<file path="config.mk">
export PLATFORM = sky130hd
export DESIGN_NAME = cdp_dp_chwin
export DESIGN_NICKNAME = d
export VERILOG_FILES = /design/src/rtl/cdp_dp_chwin.sv
export SDC_FILE = /design/constraint.sdc
export NUM_CORES = 1
export LEC_CHECK = 0
export BUFFER_PORTS_ARGS = -buffer_cell sky130_fd_sc_hd__buf_2
export CORE_MARGIN = 5
export CORE_UTILIZATION = 50
export CTS_CLUSTER_DIAMETER = 150
export CTS_CLUSTER_SIZE = 30
export DETAILED_ROUTE_END_ITERATION = 10
export PLACE_DENSITY = 0.69
export SLEW_MARGIN = 20
export SYNTH_ARGS = -nofsm -noshare
export SYNTH_HDL_FRONTEND = slang
export SYNTH_SLANG_ARGS = --single-unit
export TNS_END_PERCENT = 20
</file>
<file path="constraint.sdc">
create_clock -name nvdla_core_clk -period 10.5 [get_ports nvdla_core_clk]
set_input_delay 0.525 -clock nvdla_core_clk [delete_from_list [all_inputs] [get_ports nvdla_core_clk]]
set_output_delay 0.525 -clock nvdla_core_clk [all_outputs]
set_load 0.03 [all_outputs]
</file>
<file path="src/rtl/cdp_dp_chwin.sv">
// cdp_dp_chwin: cross-channel window former for the CDP datapath.
// Elements arrive one channel at a time and pass through a 9-deep shift
// register. Each channel yields one window of up to 9 neighbouring channels,
// zero padded at both ends of the pixel.
// Optional feature: define CDP_CHWIN_PERF_EN to add the dp2reg_win_stall
// output-stall counter.
// The element field is pd[DW-1:0], with DW at most 8.
// The flags sit at fixed pd bits 8/9/10.
module cdp_dp_chwin #(
  parameter int DW = 8
) (
  input  logic            nvdla_core_clk,
  input  logic            nvdla_core_rstn,
  input  logic            cdp_rdma2dp_valid,
  output logic            cdp_rdma2dp_ready,
  input  logic [30:0]     cdp_rdma2dp_pd,
  input  logic [1:0]      reg2dp_normalz_len,
  input  logic            reg2dp_op_en,
  output logic            dp_win_valid,
  input  logic            dp_win_ready,
  output logic [9*DW-1:0] dp_win_pd,
  output logic            dp_win_pix_end,
  output logic            dp_win_layer_end
`ifdef CDP_CHWIN_PERF_EN
  ,
  output logic [31:0]     dp2reg_win_stall
`endif
);

  typedef enum logic [1:0] {ST_IDLE, ST_RUN, ST_FLUSH} state_e;

  state_e          state_q, state_d;
  logic [DW-1:0]   sr_q [9];
  logic [DW-1:0]   sr_d [9];
  logic [2:0]      half_q, half_d;
  logic [2:0]      pend_q, pend_d;
  logic [2:0]      fc_q, fc_d;
  logic            le_q, le_d;
  logic            win_valid_q, win_valid_d;
  logic [9*DW-1:0] win_pd_q, win_pd_d;
  logic            pix_end_q, pix_end_d;
  logic            layer_end_q, layer_end_d;

  logic            out_free, accept, emit, last, flush_emit;
  logic [2:0]      fc_n;
  logic [3:0]      lo, hi;
  logic [9*DW-1:0] win;
  logic [DW-1:0]   in_data;
  logic            in_start, in_end, in_layer_end;
  logic            unused_pd;

  assign in_data      = cdp_rdma2dp_pd[DW-1:0];
  assign in_start     = cdp_rdma2dp_pd[8];
  assign in_end       = cdp_rdma2dp_pd[9];
  assign in_layer_end = cdp_rdma2dp_pd[10];
  assign unused_pd    = ^cdp_rdma2dp_pd[30:11];

  // Input handshake: RUN only back-pressures when the accept would emit into a full output register
  always_comb begin
    out_free          = !win_valid_q || dp_win_ready;
    cdp_rdma2dp_ready = 1'b0;
    if (nvdla_core_rstn && reg2dp_op_en) begin
      case (state_q)
        ST_IDLE:  cdp_rdma2dp_ready = 1'b1;
        ST_RUN:   cdp_rdma2dp_ready = (pend_q < half_q) || out_free;
        default:  cdp_rdma2dp_ready = 1'b0;
      endcase
    end
    accept = cdp_rdma2dp_valid && cdp_rdma2dp_ready;
  end

  // Next-state: shifting, pending count, flush sequencing and window/output-register load
  always_comb begin
    state_d     = state_q;
    sr_d        = sr_q;
    half_d      = half_q;
    pend_d      = pend_q;
    fc_d        = fc_q;
    le_d        = le_q;
    win_valid_d = win_valid_q && !dp_win_ready;
    win_pd_d    = win_pd_q;
    pix_end_d   = pix_end_q;
    layer_end_d = layer_end_q;
    emit        = 1'b0;
    last        = 1'b0;
    flush_emit  = 1'b0;
    fc_n        = fc_q + 3'd1;
    win         = '0;
    lo          = 4'd0;
    hi          = 4'd0;
    if (!reg2dp_op_en) begin
      state_d     = ST_IDLE;
      pend_d      = 3'd0;
      win_valid_d = 1'b0;
    end else begin
      case (state_q)
        ST_IDLE, ST_RUN: begin
          if (accept && in_start) begin
            for (int i = 0; i < 8; i++) sr_d[i] = '0;
            sr_d[8] = in_data;
            half_d  = {1'b0, reg2dp_normalz_len} + 3'd1;
            pend_d  = 3'd1;
            fc_d    = 3'd0;
            state_d = ST_RUN;
            if (in_end) begin
              state_d = ST_FLUSH;
              le_d    = in_layer_end;
            end
          end else if (accept && state_q == ST_RUN) begin
            for (int i = 0; i < 8; i++) sr_d[i] = sr_q[i+1];
            sr_d[8] = in_data;
            if (pend_q == half_q) emit = 1'b1;
            else pend_d = pend_q + 3'd1;
            if (in_end) begin
              state_d = ST_FLUSH;
              le_d    = in_layer_end;
              fc_d    = 3'd0;
            end
          end
        end
        ST_FLUSH: begin
          flush_emit = fc_n > (half_q - pend_q);
          if (!flush_emit || out_free) begin
            for (int i = 0; i < 8; i++) sr_d[i] = sr_q[i+1];
            sr_d[8] = '0;
            fc_d    = fc_n;
            if (flush_emit) begin
              emit   = 1'b1;
              pend_d = pend_q - 3'd1;
            end
            if (fc_n == half_q) begin
              last    = 1'b1;
              state_d = ST_IDLE;
              fc_d    = 3'd0;
            end
          end
        end
        default: state_d = ST_IDLE;
      endcase
    end
    lo = 4'd4 - {1'b0, half_q};
    hi = 4'd4 + {1'b0, half_q};
    for (int k = 0; k < 9; k++) begin
      if (4'(k) >= lo && 4'(k) <= hi) win[k*DW +: DW] = sr_d[4'(k) + lo];
    end
    if (emit) begin
      win_valid_d = 1'b1;
      win_pd_d    = win;
      pix_end_d   = last;
      layer_end_d = last && le_q;
    end
  end

  // State, shift register and output register flops
  always_ff @(posedge nvdla_core_clk or negedge nvdla_core_rstn) begin
    if (!nvdla_core_rstn) begin
      state_q     <= ST_IDLE;
      for (int i = 0; i < 9; i++) sr_q[i] <= '0;
      half_q      <= 3'd1;
      pend_q      <= 3'd0;
      fc_q        <= 3'd0;
      le_q        <= 1'b0;
      win_valid_q <= 1'b0;
      win_pd_q    <= '0;
      pix_end_q   <= 1'b0;
      layer_end_q <= 1'b0;
    end else begin
      state_q     <= state_d;
      sr_q        <= sr_d;
      half_q      <= half_d;
      pend_q      <= pend_d;
      fc_q        <= fc_d;
      le_q        <= le_d;
      win_valid_q <= win_valid_d;
      win_pd_q    <= win_pd_d;
      pix_end_q   <= pix_end_d;
      layer_end_q <= layer_end_d;
    end
  end

  assign dp_win_valid     = win_valid_q;
  assign dp_win_pd        = win_pd_q;
  assign dp_win_pix_end   = pix_end_q;
  assign dp_win_layer_end = layer_end_q;

`ifdef CDP_CHWIN_PERF_EN
  logic        op_en_q;
  logic [31:0] stall_q, stall_d;

  // Stall counter: saturating count of blocked output cycles, cleared when the layer is re-enabled
  always_comb begin
    stall_d = stall_q;
    if (reg2dp_op_en && !op_en_q) stall_d = '0;
    else if (win_valid_q && !dp_win_ready && stall_q != 32'hFFFF_FFFF) stall_d = stall_q + 32'd1;
  end

  // Stall counter and op_en edge-detect flops
  always_ff @(posedge nvdla_core_clk or negedge nvdla_core_rstn) begin
    if (!nvdla_core_rstn) begin
      op_en_q <= 1'b0;
      stall_q <= '0;
    end else begin
      op_en_q <= reg2dp_op_en;
      stall_q <= stall_d;
    end
  end

  assign dp2reg_win_stall = stall_q;
`endif

endmodule

</file>
==> summary.txt <==
Netlist Area Pre-Place - 12,200 um^2
Area grow syn2layout - 10.09%
Synthesized flop and latch total - 159
Gr usage total - 33.95%
Synth async-reset ratio - 100.0%
Drt wl/cell - 26.85 um
Failing checks - hold timing
Number of synthesized flops with an enable pin - 0
Area leader, netlist - dfrtp_1
Peak VDD IR - 0.1393 mV
Pwr Density - 254.9 nW/um^2
Die ar. - 27,630 um^2
Initial antenna violation count - 0
Core area - 24,180 um^2
Setup crit start kind - flip-flop
Post CTS Setup Buffer Count - 0
Inserted Clock Buffers - 17
Setup crit end kind - flip-flop
Avg Synthesized Cell Area - 8.376 um^2
Max incr delay on CP - 1000 ps
Most used cell, CP - inv_1
RSZ-0062 raised after global routing - false
Initial core utilization - 50.48%
Die Ht - 166.2 um
CP Class - flip-flop to flip-flop
DP HPWL - 34,490 um
CTS clk-pin slew, worst paths - 80 ps
DRT Wirelength - 48,740 um
Final hold vios - 2
Vias in the first global route - 12,108
Setup violations, final - 0
Synth top area share - 32.40%
Clock root buffer - clkbuf_16
Antenna fix cells - 0
Placed Area - 12,810 um^2
Slew HR - 17.14%
Post-route minimum period - 6096 ps
Synth Area in XOR/XNOR - 1.435%
CTS sink cnt - 159
Grt total ovfl - 0
CTS tree - built
Status - complete, but fails checks
Crit Path Max Fanout - 52
Warnings, synthesis - 0
FP Rows - 57
Hold buffer count at cts - 0
Antenna viol nets, final - 0
Final Cell Area - 13,440 um^2
Via count - 12,806
Syn_nets - 1,519
Routability cong. - 1.090
Max cap viols - 0
Pleak - 6.058 nW
Achievable frequency - 164.0 MHz
Synth Area in Compound Gates - 34.38%
Post-cts resize count - 0
Synth Instances - 1,457
Clock Tree Buf Depth - 2
Adder-cell share of the synthesized area - 2.522%
Top cells by area, synth - dfrtp_1, a21oi_1, nand2_1, mux2i_1, o21ai_0
Post-route clock period utilization - 58.06%
Setup Skew - 19.13 ps
Main combinational cell family by area after synthesis - compound AO/OA/AOI/OAI gates
Final hold slack - -7.568 ps
Clk_lat worst skew - 450 ps
Most used DFF post-synth - dfrtp_1
Seq/Total Area, Yosys - 32.61%
H-tree depth - 4
Die width - 166.2 um
Crit path DAT - 6430 ps
Worst Hold Class - input port to async pin
First-pass GRT wire length - 73,740 um
Number of detailed-route iterations in the first pass - 6
Setup TNS - 0 ps
Critical Path RT - 10,830 ps
Cells along the critical path - inv_2, ha_1, inv_1, fa_1, inv_1, ha_1, nand3_1, o211a_2, a21oi_1, buf_4, a21o_1, a32oi_1, inv_1, o22ai_1, a21oi_1, o22ai_1, o31ai_1
Mux share of post-synthesis cell area - 7.689%
I/O pin count - 114
Worst-Margin Slew - 1243 ps
Share of layout cells above drive strength 1 - 15.69%
Slew Viols, Final - 0
Iter 0 DRT Violations - 1,744
Cell variety after synth - 100
Remaining DRCs - 0
Critical-path top delay cell - dfstp_4
Largest net degree at the start of global routing - 63
Number of vias per cell - 7.056
Reg2reg path depth - 17
Nets - 1,540
Port Buf Inserts - 93
Simple-Gate Fraction of Synth Area - 14.77%
[cell usage in the layout, fill, tap and decap left out, types with 22 or more instances in the layout]
cell type / instances
o21a_1: 28
mux2i_1: 44
o21ai_0: 82
nor3_1: 27
o22ai_1: 25
nor2_1: 93
buf_4: 30
o21ai_1: 38
a21oi_1: 125
ha_1: 22
nand2_1: 154
buf_2: 92
nand3_1: 62
o211ai_1: 26
dfrtp_1: 158
inv_1: 64
[metal layers]
layer,up-vias,wire length (um),track usage (%)
met5,-,0,0
met4,0,2874,17.79
met1,6250,19600,45.55
met3,165,5267,9.260
met2,845,20990,50.30
li1,5546,-,-
[flip-flops by register name (all words and copies together) (netlist names), 2 cells and up]
register	cells
sr_q	72
half_q	3
dp_win_pd	72
state_q	2
pend_q	3
fc_q	3
[critical path, delay by kind of cell (launching register included)]
kind	cells	cell delay [ps]
simple gates	1	140
fa+ha+maj	3	920
flops	1	1000
compound gates	8	2920
buf+inv	5	960
[kinds of logic (layout without fill, tap and decap cells)]
group	count (synthesis)	after routing
AOI/OAI and AO/OA	587	587
and+or+nand+nor	398	398
buffers and inverters	195	229
DFF	159	159
muxes	74	74
adders and majority gates	24	24
xor gates and xnor gates	20	20
[per-stage QoR]
| stage | hold slack, ps | setup slack [ps] | std cells | util, % | total power [mW] |
|---|---|---|---|---|---|
| floorplan | 229.4 | 5299 | 1457 | - | 2.074 |
| global route | 29.59 | 4240 | 1815 | 55.57 | 3.555 |
| detailed placement | 451.9 | 4625 | 1783 | 53.00 | 2.657 |
| CTS | 14.16 | 4594 | 1815 | 55.57 | 3.346 |
| finish | -7.568 | 4404 | 1815 | 55.57 | 3.424 |
| global placement | 447.5 | 4615 | 1783 | 53.00 | 2.644 |
[synthesized netlist by cell type, drive strengths merged (11+ instances only)]
master and count:
o221ai 22, mux2 15, and2 11, a21o 14
ha 23, xnor2 15, a21oi 127, a22oi 22
nor3 28, nand2 155, mux2i 45, inv 73
nor2 93, o32ai 14, a211oi 20, o21ai 123
dfrtp 158, o311a 11, o21a 28, o22ai 26
a211o 13, o31ai 16, buf 56, mux4 14
nand3 62, o211ai 27, a22o 12, clkbuf 65
a31oi 18
[area by class of cell]
type	instances	area [um^2]
clock buffers	18	429.2
clock inverters	14	192.7
fillers	2257	10740
inverters	74	277.8
multi-input cells	1103	7450
flip-flops and latches	159	3984
well taps	324	405.4
repair buffers	123	696.9
[path summary, 6_finish.rpt]
| check | slack [ps] | start | end |
|---|---|---|---|
| max | 4400 | half_q[0] | dp_win_pd[47] |
| min | -8 | nvdla_core_rstn | pend_q[2] |
| max reg2reg | 4400 | half_q[0] | dp_win_pd[47] |
| min reg2reg | 460 | dp_win_pd[11] | dp_win_pd[11] |
| max in group asynchronous | 9310 | nvdla_core_rstn | dp_win_pd[0] |
| min in group nvdla_core_clk | 270 | reg2dp_normalz_len[0] | half_q[0] |
[where the power goes]
part | total [mW] | switching (mW) | internal (mW)
combinational | 1.87 | 1.32 | 0.546
clock | 0.686 | 0.302 | 0.384
sequential | 0.868 | 0.132 | 0.736
total | 3.42 | 1.76 | 1.67
(Power assumes the default switching activity.)
